`config.mk`:
```
export PLATFORM = sky130hd
export DESIGN_NAME = lsu_mem_access
export DESIGN_NICKNAME = d
export VERILOG_FILES = /design/src/rtl/core_pkg.sv /design/src/rtl/lsu_load_align.sv /design/src/rtl/lsu_mem_access.sv
export SDC_FILE = /design/constraint.sdc
export NUM_CORES = 1
export LEC_CHECK = 0
export ABC_CLOCK_PERIOD_IN_PS = 1600
export BUFFER_PORTS_ARGS = -buffer_cell sky130_fd_sc_hd__buf_4
export CORE_ASPECT_RATIO = 1.5
export CORE_MARGIN = 4
export CORE_UTILIZATION = 45
export DETAILED_ROUTE_END_ITERATION = 6
export GPL_ROUTABILITY_DRIVEN = 0
export PLACE_DENSITY_LB_ADDON = 0.1
export SETUP_SLACK_MARGIN = 0.2
export SLEW_MARGIN = 20
export SYNTH_ARGS = -nofsm -noshare
export SYNTH_HDL_FRONTEND = slang
export SYNTH_SLANG_ARGS = --single-unit
```
`constraint.sdc`:
```
create_clock -name clk -period 1.6 [get_ports clk]
set_input_delay 0.08 -clock clk [delete_from_list [all_inputs] [get_ports clk]]
set_output_delay 0.08 -clock clk [all_outputs]
set_load 0.005 [all_outputs]
```
`src/rtl/core_pkg.sv`:
```
// Shared core definitions: memory size codes (also used by ALU control),
// LSU state encoding and the size-code decode helpers.
package core_pkg;

  localparam logic [2:0] MEM_NONE = 3'b000;
  localparam logic [2:0] MEM_B    = 3'b001;
  localparam logic [2:0] MEM_H    = 3'b010;
  localparam logic [2:0] MEM_W    = 3'b011;
  localparam logic [2:0] MEM_BU   = 3'b101;
  localparam logic [2:0] MEM_HU   = 3'b110;

  typedef enum logic [1:0] {
    ST_IDLE = 2'd0,
    ST_REQ  = 2'd1,
    ST_DONE = 2'd2,
    ST_ERR  = 2'd3
  } lsu_state_e;

  function automatic logic mem_legal(input logic [2:0] m);
    return (m == MEM_B) || (m == MEM_H) || (m == MEM_W) ||
           (m == MEM_BU) || (m == MEM_HU);
  endfunction

  function automatic logic mem_misaligned(input logic [2:0] m, input logic [1:0] off);
    logic half;
    half = (m == MEM_H) || (m == MEM_HU);
    return (half && off[0]) || ((m == MEM_W) && (off != 2'b00));
  endfunction

  function automatic logic [3:0] mem_be(input logic [2:0] m, input logic [1:0] off);
    logic [3:0] be;
    case (m)
      MEM_B, MEM_BU: be = 4'b0001 << off;
      MEM_H, MEM_HU: be = 4'b0011 << off;
      MEM_W:         be = 4'b1111;
      default:       be = 4'b0000;
    endcase
    return be;
  endfunction

  // Store data is replicated across lanes; the byte enables pick the live one.
  function automatic logic [31:0] mem_store_data(input logic [2:0] m, input logic [31:0] d);
    logic [31:0] sd;
    case (m)
      MEM_B, MEM_BU: sd = {4{d[7:0]}};
      MEM_H, MEM_HU: sd = {2{d[15:0]}};
      default:       sd = d;
    endcase
    return sd;
  endfunction

endpackage

```
`src/rtl/lsu_load_align.sv`:
```
// Combinational load lane select plus sign/zero extension for a 32-bit
// memory word; reusable by any block returning raw words.
module lsu_load_align
  import core_pkg::*;
(
  input  logic [2:0]  mem,
  input  logic [1:0]  lane,
  input  logic [31:0] word,
  output logic [31:0] data
);

  logic [31:0] shifted;

  always_comb begin
    shifted = word >> {lane, 3'b000};
    case (mem)
      MEM_B:   data = {{24{shifted[7]}}, shifted[7:0]};
      MEM_H:   data = {{16{shifted[15]}}, shifted[15:0]};
      MEM_BU:  data = {24'h0, shifted[7:0]};
      MEM_HU:  data = {16'h0, shifted[15:0]};
      default: data = word;
    endcase
  end

endmodule

```
`src/rtl/lsu_mem_access.sv`:
```
// Load/store access unit: one data-memory transaction per start pulse,
// with alignment/legality checks, byte enables, store lane replication and timeout.
module lsu_mem_access
  import core_pkg::*;
#(
  parameter int ADDR_W  = 32,
  parameter int TIMEOUT = 15
) (
  input  logic              clk,
  input  logic              rst_n,
  input  logic              start,
  input  logic              is_store,
  input  logic [2:0]        mem,
  input  logic [ADDR_W-1:0] addr,
  input  logic [31:0]       wdata,
  output logic              busy,
  output logic              done,
  output logic              err,
  output logic [31:0]       rdata,
  output logic              dmem_req,
  output logic              dmem_we,
  output logic [3:0]        dmem_be,
  output logic [ADDR_W-1:0] dmem_addr,
  output logic [31:0]       dmem_wdata,
  input  logic [31:0]       dmem_rdata,
  input  logic              dmem_ack
);

  localparam int CNT_W = $clog2(TIMEOUT + 1);

  // Memory handshake: dmem_req is held high with stable addr/be/we/wdata until
  // the memory answers with dmem_ack in a cycle where dmem_req is high; that
  // cycle completes the transfer. Ack in any other cycle is ignored.

  lsu_state_e        state_q, state_d;
  logic [CNT_W-1:0]  cnt_q, cnt_d;
  logic              is_store_q, is_store_d;
  logic [2:0]        mem_q, mem_d;
  logic [ADDR_W-1:0] addr_q, addr_d;
  logic [31:0]       wdata_q, wdata_d;
  logic [31:0]       rdata_q, rdata_d;
  logic [31:0]       load_data;

  lsu_load_align u_align (
    .mem  (mem_q),
    .lane (addr_q[1:0]),
    .word (dmem_rdata),
    .data (load_data)
  );

  always_comb begin
    state_d    = state_q;
    cnt_d      = cnt_q;
    is_store_d = is_store_q;
    mem_d      = mem_q;
    addr_d     = addr_q;
    wdata_d    = wdata_q;
    rdata_d    = rdata_q;
    case (state_q)
      ST_IDLE: begin
        cnt_d = '0;
        if (start) begin
          is_store_d = is_store;
          mem_d      = mem;
          addr_d     = addr;
          wdata_d    = wdata;
          if (!mem_legal(mem) || mem_misaligned(mem, addr[1:0])) state_d = ST_ERR;
          else                                                   state_d = ST_REQ;
        end
      end
      ST_REQ: begin
        // Ack takes priority over the timeout expiring in the same cycle.
        if (dmem_ack) begin
          state_d = ST_DONE;
          if (!is_store_q) rdata_d = load_data;
        end else if (cnt_q == CNT_W'(TIMEOUT - 1)) begin
          state_d = ST_ERR;
        end else begin
          cnt_d = cnt_q + 1'b1;
        end
      end
      ST_DONE: state_d = ST_IDLE;
      ST_ERR:  state_d = ST_IDLE;
      default: state_d = ST_IDLE;
    endcase
  end

  always_ff @(posedge clk or negedge rst_n) begin
    if (!rst_n) begin
      state_q    <= ST_IDLE;
      cnt_q      <= '0;
      is_store_q <= 1'b0;
      mem_q      <= MEM_NONE;
      addr_q     <= '0;
      wdata_q    <= '0;
      rdata_q    <= '0;
    end else begin
      state_q    <= state_d;
      cnt_q      <= cnt_d;
      is_store_q <= is_store_d;
      mem_q      <= mem_d;
      addr_q     <= addr_d;
      wdata_q    <= wdata_d;
      rdata_q    <= rdata_d;
    end
  end

  always_comb begin
    busy       = (state_q != ST_IDLE);
    done       = (state_q == ST_DONE);
    err        = (state_q == ST_ERR);
    rdata      = rdata_q;
    dmem_req   = (state_q == ST_REQ);
    dmem_we    = 1'b0;
    dmem_be    = 4'b0000;
    dmem_addr  = '0;
    dmem_wdata = 32'h0;
    if (dmem_req) begin
      dmem_we    = is_store_q;
      dmem_be    = mem_be(mem_q, addr_q[1:0]);
      dmem_addr  = {addr_q[ADDR_W-1:2], 2'b00};
      dmem_wdata = mem_store_data(mem_q, wdata_q);
    end
  end

endmodule

```
**Yosys cells after proc, flatten, opt, wreduce, memory -nomap -nowiden**

Index checks and enable logic that the tools add are counted.

- Register bits: 106
- Logic and storage cells: 66
- Output and inout bits: 105
- Bits of input ports: 104

- Reduce and logical (&&, ||, !) cells: 21
- Eq/ne operators: 18
- Mux-type cells: 15
- Bitwise logic cells: 1
- Shifts and indexed selects: 3
- Add/sub/neg operators: 1

Operators by type and width:

| cell | count |
|---|---|
| one-hot mux 32 bit (4 select lines) | 1 |
| two-way mux 32 bit | 2 |
| one-hot mux 32 bit (2 select lines) | 1 |
| right shift 32 x 5 -> 16 bit | 1 |
| equality test 3 x 2 -> 1 bit (second input constant) | 4 |
| equality test 3 bit (second input constant) | 4 |
| two-way mux 4 bit | 3 |
| one-hot mux 4 bit (3 select lines) | 1 |
| two-way mux 2 bit | 4 |
| one-hot mux 4 bit (2 select lines) | 1 |
| logical OR 1 bit | 7 |
| equality test 3 x 1 -> 1 bit (second input constant) | 2 |
| inequality test 2 bit (second input constant) | 3 |
| one-hot mux 2 bit (3 select lines) | 1 |
| AND reduction 3 bit | 2 |
| nonzero test 2 bit | 3 |
| OR reduction 2 bit | 3 |
| adder 4 x 1 -> 4 bit (second input constant) | 1 |
| equality test 2 bit (second input constant) | 2 |
| equality test 4 bit (second input constant) | 1 |
| AND reduction 2 bit | 2 |
| left shift 1 x 2 -> 4 bit (first input constant) | 1 |
| left shift 2 x 2 -> 4 bit (first input constant) | 1 |
| inequality test 3 x 1 -> 1 bit (second input constant) | 1 |
| other kinds (6) | 7 |

**Longest topological paths before layout**

- Depth in word-level cells: 10
- Gate-level depth with buffers: 8

**Modules after synthesis**

A second synthesis with hierarchy kept.

- Cell total of the unflattened synthesis: 528
- Area, all modules: 5,959.5 µm²

Modules (own cells, without submodules):

| module | area an instance (µm²) | times used | sequential area each (µm²) | cells an instance |
|---|---|---|---|---|
| lsu_mem_access | 4,956.0 | 1 | 2,652.5 | 392 |
| lsu_load_align | 1,003.5 | 1 | 0.0 | 136 |

**Least setup slack after synthesis**

OpenSTA, ideal clock, no wires.

- Path type: register -> register
- Start: register mem_q[0]
- End: register rdata_q[7] (netlist: rdata[7])
- Period minus slack after synthesis: 1,659 ps
- Required time: 1,464 ps
- Cell stages (with the launch flop): 8
- Setup slack: -59 ps
- Arrival time: 1,523 ps
- Cells stage by stage: dfrtp_1 -> ha_1 -> buf_2 -> nor2_1 -> buf_2 -> nor2_1 -> a32oi_1 -> o21ai_0

- Longest elaborated chain between the ends: 2
- Elaborated cells between the ends (all ways): 5
- Those cells by class: eq/ne: 4; mux: 1

Ends and longest elaborated chain:

| what | RTL line | source |
|---|---|---|
| start: declaration | lsu_mem_access.sv:38 | `logic [2:0] mem_q, mem_d;` |
| start signal: assignment | lsu_mem_access.sv:101 | `mem_q <= mem_d;` |
| equality test 3 bit (tied with other cells) | lsu_load_align.sv:16 | `case (mem)` |
| one-hot mux 32 bit (4 select lines) (*) | lsu_load_align.sv:16 |  |
| end signal: assignment | lsu_mem_access.sv:104 | `rdata_q <= rdata_d;` |
| end: declaration | lsu_mem_access.sv:41 | `logic [31:0] rdata_q, rdata_d;` |

Every way passes the cells marked *; elsewhere a longest branch is shown, timed or not.
A chain may end at the register's enable or synchronous reset.

**Worst setup path in the final report**

- Start: register mem_q[0]
- End: output dmem_wdata[9]

- Longest elaborated chain between the ends: 4
- Elaborated cells between the ends (all ways): 8
- Those cells by class: eq/ne: 4; mux: 2; reduce/logical: 2

Ends and longest elaborated chain:

| what | RTL line | source |
|---|---|---|
| equality test 3 x 2 -> 1 bit (tied with other cells) | core_pkg.sv:44 | `case (m)` |
| OR reduction 2 bit | core_pkg.sv:44 |  |
| one-hot mux 32 bit (2 select lines) (*) | core_pkg.sv:44 |  |
| two-way mux 32 bit (*) | lsu_mem_access.sv:118 | `if (dmem_req) begin` |
| end: declaration | lsu_mem_access.sv:24 | `output logic [31:0] dmem_wdata,` |

Marks and branches as above.

==> run summary <==
failing checks -> setup timing
Reg power frac -> 21.3%
DR vias -> 6,723
Synth Instances -> 560
Synth top area share -> 47.3%
Switching Share -> 40.5%
commonest cells after routing, fill and taps aside -> 202 x buf_4, 103 x dfrtp_1, 73 x buf_6, 69 x dlygate4sd3_1, 49 x mux2_4
grt total ovfl -> 0
Post-Place Cell Area -> 7630 sq um
part of the cycle the worst path needs -> 133%
Worst setup SP type -> flip-flop
Die Ht -> 145 um
main combinational cell family by area after synthesis -> compound AO/OA/AOI/OAI gates
Tmin final -> 2120 ps
n_diodes -> 0
DRT iter0 DRCs -> 626
Hold Path Origin -> dmem_rdata[24]
combinational power share -> 68.8%
vias in the first global route -> 6,797
ys async rst share -> 100%
IO Port Bufs -> 206
Fin Clk Skew -> 11.4 ps
Critical Path RT -> 1520 ps
Max Fclk -> 0.472 GHz
iteration count of the initial detailed-routing pass -> 6
CTS tree -> done
CP Buf/Inv Count -> 3
PwrDens -> 2180 nW/um^2
top_reg_cell synth -> dfrtp_1
EDFF count, synth -> 0
row cnt -> 49
FF+latch count, synth -> 106
Max-slew headroom -> 56.2%
Int Pwr -> 14.4 mW
post-route setup slack -> -520 ps
number of routed nets with antenna violations -> 0
RSZ-0062 raised after global routing -> true
clock group share of total power -> 9.9%
GRT Util Overall -> 33.7%
Reg2Reg Depth -> 8
Cell Area, Synth -> 5610 sq um
pin count of the biggest net entering global routing -> 41
Post-Synth XOR/XNOR Area -> 0%
Design Area, Final -> 11,100 sq um
complex-gate fraction of the synthesized area -> 18.3%
Max Cap Viol -> 0
Root Buffer -> clkbuf_16
Hold Crit Depth -> 3
delay-heaviest family, CP -> flip-flops
FF-to-FF Start -> state_q[1]
Worst EP arrival -> 2040 ps
post-synthesis mux area share -> 11.7%
post-synthesis sequential area ratio -> 47.3%
pre-CTS setup slack -> -119 ps
CP max FO -> 12
Clock Latency Late Sink -> 360 ps
most common cell after layout, fill and taps aside -> buf_4
Adder-Cell Fraction of Synth Area -> 1.11%
Synth area leader -> dfrtp_1
Synth Area per Inst -> 10.0 sq um
critical path class -> reg -> out
Hold WC Path Type -> in -> reg
Final nets -> 1,034
outcome -> finished, violations left
simple-gate share of the synthesized area -> 14.6%
clock-pin slew on the worst setup and hold paths -> 70 ps
starting density of the core -> 46.5%
share of cells above drive strength 1 -> 62.0%
Hold Vio Cnt, Final -> 0
Cell Chain, Critical Path -> inv_2, ha_4, buf_12, a221o_1, nand2_2, a21oi_1, buf_4
Leak -> 5.22 nW
Ys Warns -> 0
Area growth syn-to-layout -> 98.0%
Final Slew Violations -> 0
Fill cells -> 354
num ports -> 209
Psw -> 9.80 mW
initial antenna violation count -> 0
CP max stage cell -> dfrtp_1
r2r setup slk -> -310 ps
Peak VDD IR -> 1360 uV
Sink Count -> 106
Die Width -> 99.2 um
Worst path max stage delay -> 430 ps
top post-synthesis cells by area -> dfrtp_1 47%, mux2_2 9.4%, and2_1 4.5%
post-layout util -> 92.0%
final wirelength -> 30.7 mm
Yosys cell types -> 53
Slew @ Worst Pin -> 656 ps
Final setup viols -> 169
Final TNS setup -> -33,990 ps
CTS Buf Count -> 9
Die ar. -> 14,400 sq um
CTS H-tree depth -> 3
reg-to-reg critical path endpoint -> wdata_q[19]
CTS Buffer Depth -> 2
drt drc -> 0
Worst Hold Endpoint -> rdata[24]
WL per Instance -> 28.4 um
dpl hpwl -> 13.1 mm
vias per inst -> 6.21
Critical Path End Type -> output port
CORE AREA -> 12,100 sq um
first-pass GRT wire length -> 37.2 mm
## state kept, by name (all words and copies together) (netlist names)
register,count
addr_q,32
state_q,2
is_store_q,1
cnt_q,4
wdata_q,32
rdata,32
mem_q,3
## routing by layer
metal / GRT usage, % / share of wire (%)
met5: 0 / 0
met4: 22.1 / 8.2
met3: 6.47 / 9.9
met2: 59.7 / 50
met1: 36.6 / 32
## timing repair
item / CTS / global route
gates cloned: 20 / 3
endpoints found under the hold margin: 105 / 0
setup buffers: 43 / 15
hold buffers: 69 / 0
pin swaps: 32 / 61
endpoints found under the setup margin: 168 / 176
gates resized for setup: 190 / 183
## metrics by stage
stage | hold slack (ps) | cells | power, mW
after floorplan | -216 | 561 | 9.98
after global placement | 110 | 917 | 13.4
after detailed placement | 117 | 917 | 13.6
after CTS | 9.22 | 1064 | 20.3
after global routing | 9.46 | 1082 | 24.9
final | 7.34 | 1082 | 24.2
## layout make-up
type | count | area (sq um) | area share [%]
multi-input combinational | 377 | 3570 | 32.1
clock inverter | 4 | 51.3 | 0.462
timing repair buffer | 400 | 4260 | 38.4
clock buffer | 11 | 253 | 2.27
sequential | 106 | 2660 | 23.9
tap | 153 | 191 | 1.72
inverter | 31 | 128 | 1.15
## power groups by stage
stage	sequential (mW)	combinational [mW]	clock, mW
2_1_floorplan	4.58	5.40	0
3_3_place_gp	4.72	8.66	0
3_5_place_dp	4.81	8.83	0
4_1_cts	4.80	13.1	2.33
5_1_grt	5.22	17.2	2.47
6_report	5.15	16.6	2.40
## Yosys cell counts, types with 2 or more instances
| master | instances |
|---|---|
| mux2_1 | 2 |
| nor2_1 | 31 |
| o22ai_1 | 13 |
| nand2b_1 | 4 |
| mux2i_1 | 9 |
| clkbuf_1 | 15 |
| buf_4 | 8 |
| buf_6 | 7 |
| mux2_2 | 47 |
| and2_1 | 40 |
| o21ai_1 | 7 |
| a221oi_1 | 7 |
| a21oi_1 | 46 |
| nor2b_1 | 4 |
| buf_1 | 3 |
| nand2_1 | 60 |
| ha_1 | 5 |
| o2bb2ai_1 | 7 |
| a221o_1 | 8 |
| nor3_1 | 2 |
| o22ai_2 | 11 |
| inv_1 | 31 |
| a22oi_1 | 8 |
| dfrtp_1 | 106 |
| o21ai_0 | 32 |
| buf_2 | 13 |
| nor3b_1 | 8 |
## kinds of logic (layout without fill, tap and decap cells)
kind of cell	after synthesis	in the layout
compound gates	151	151
fa+ha+maj	5	5
buf+inv	78	446
flops	106	106
mux	59	59
other cells	1	2
simple gates	160	160
## worst min-delay path, cell delays in order
cell     delay [ps]
buf_4            90
a21oi_1          70
o22ai_2          80
## worst max-delay path by stage
| stage | start | end | slack, ps | cells after the start |
|---|---|---|---|---|
| finish | mem_q[0] | dmem_wdata[9] | -520 | 7 |
| global route | mem_q[0] | dmem_wdata[21] | -530 | 8 |
| CTS | mem_q[0] | dmem_be[0] | -310 | 6 |
| global placement | state_q[1] | rdata[10] | -30 | 6 |
| detailed placement | state_q[1] | rdata[19] | -120 | 5 |
| floorplan | state_q[0] | wdata_q[3] | 40 | 6 |
Power figures use the tool's default switching activity.
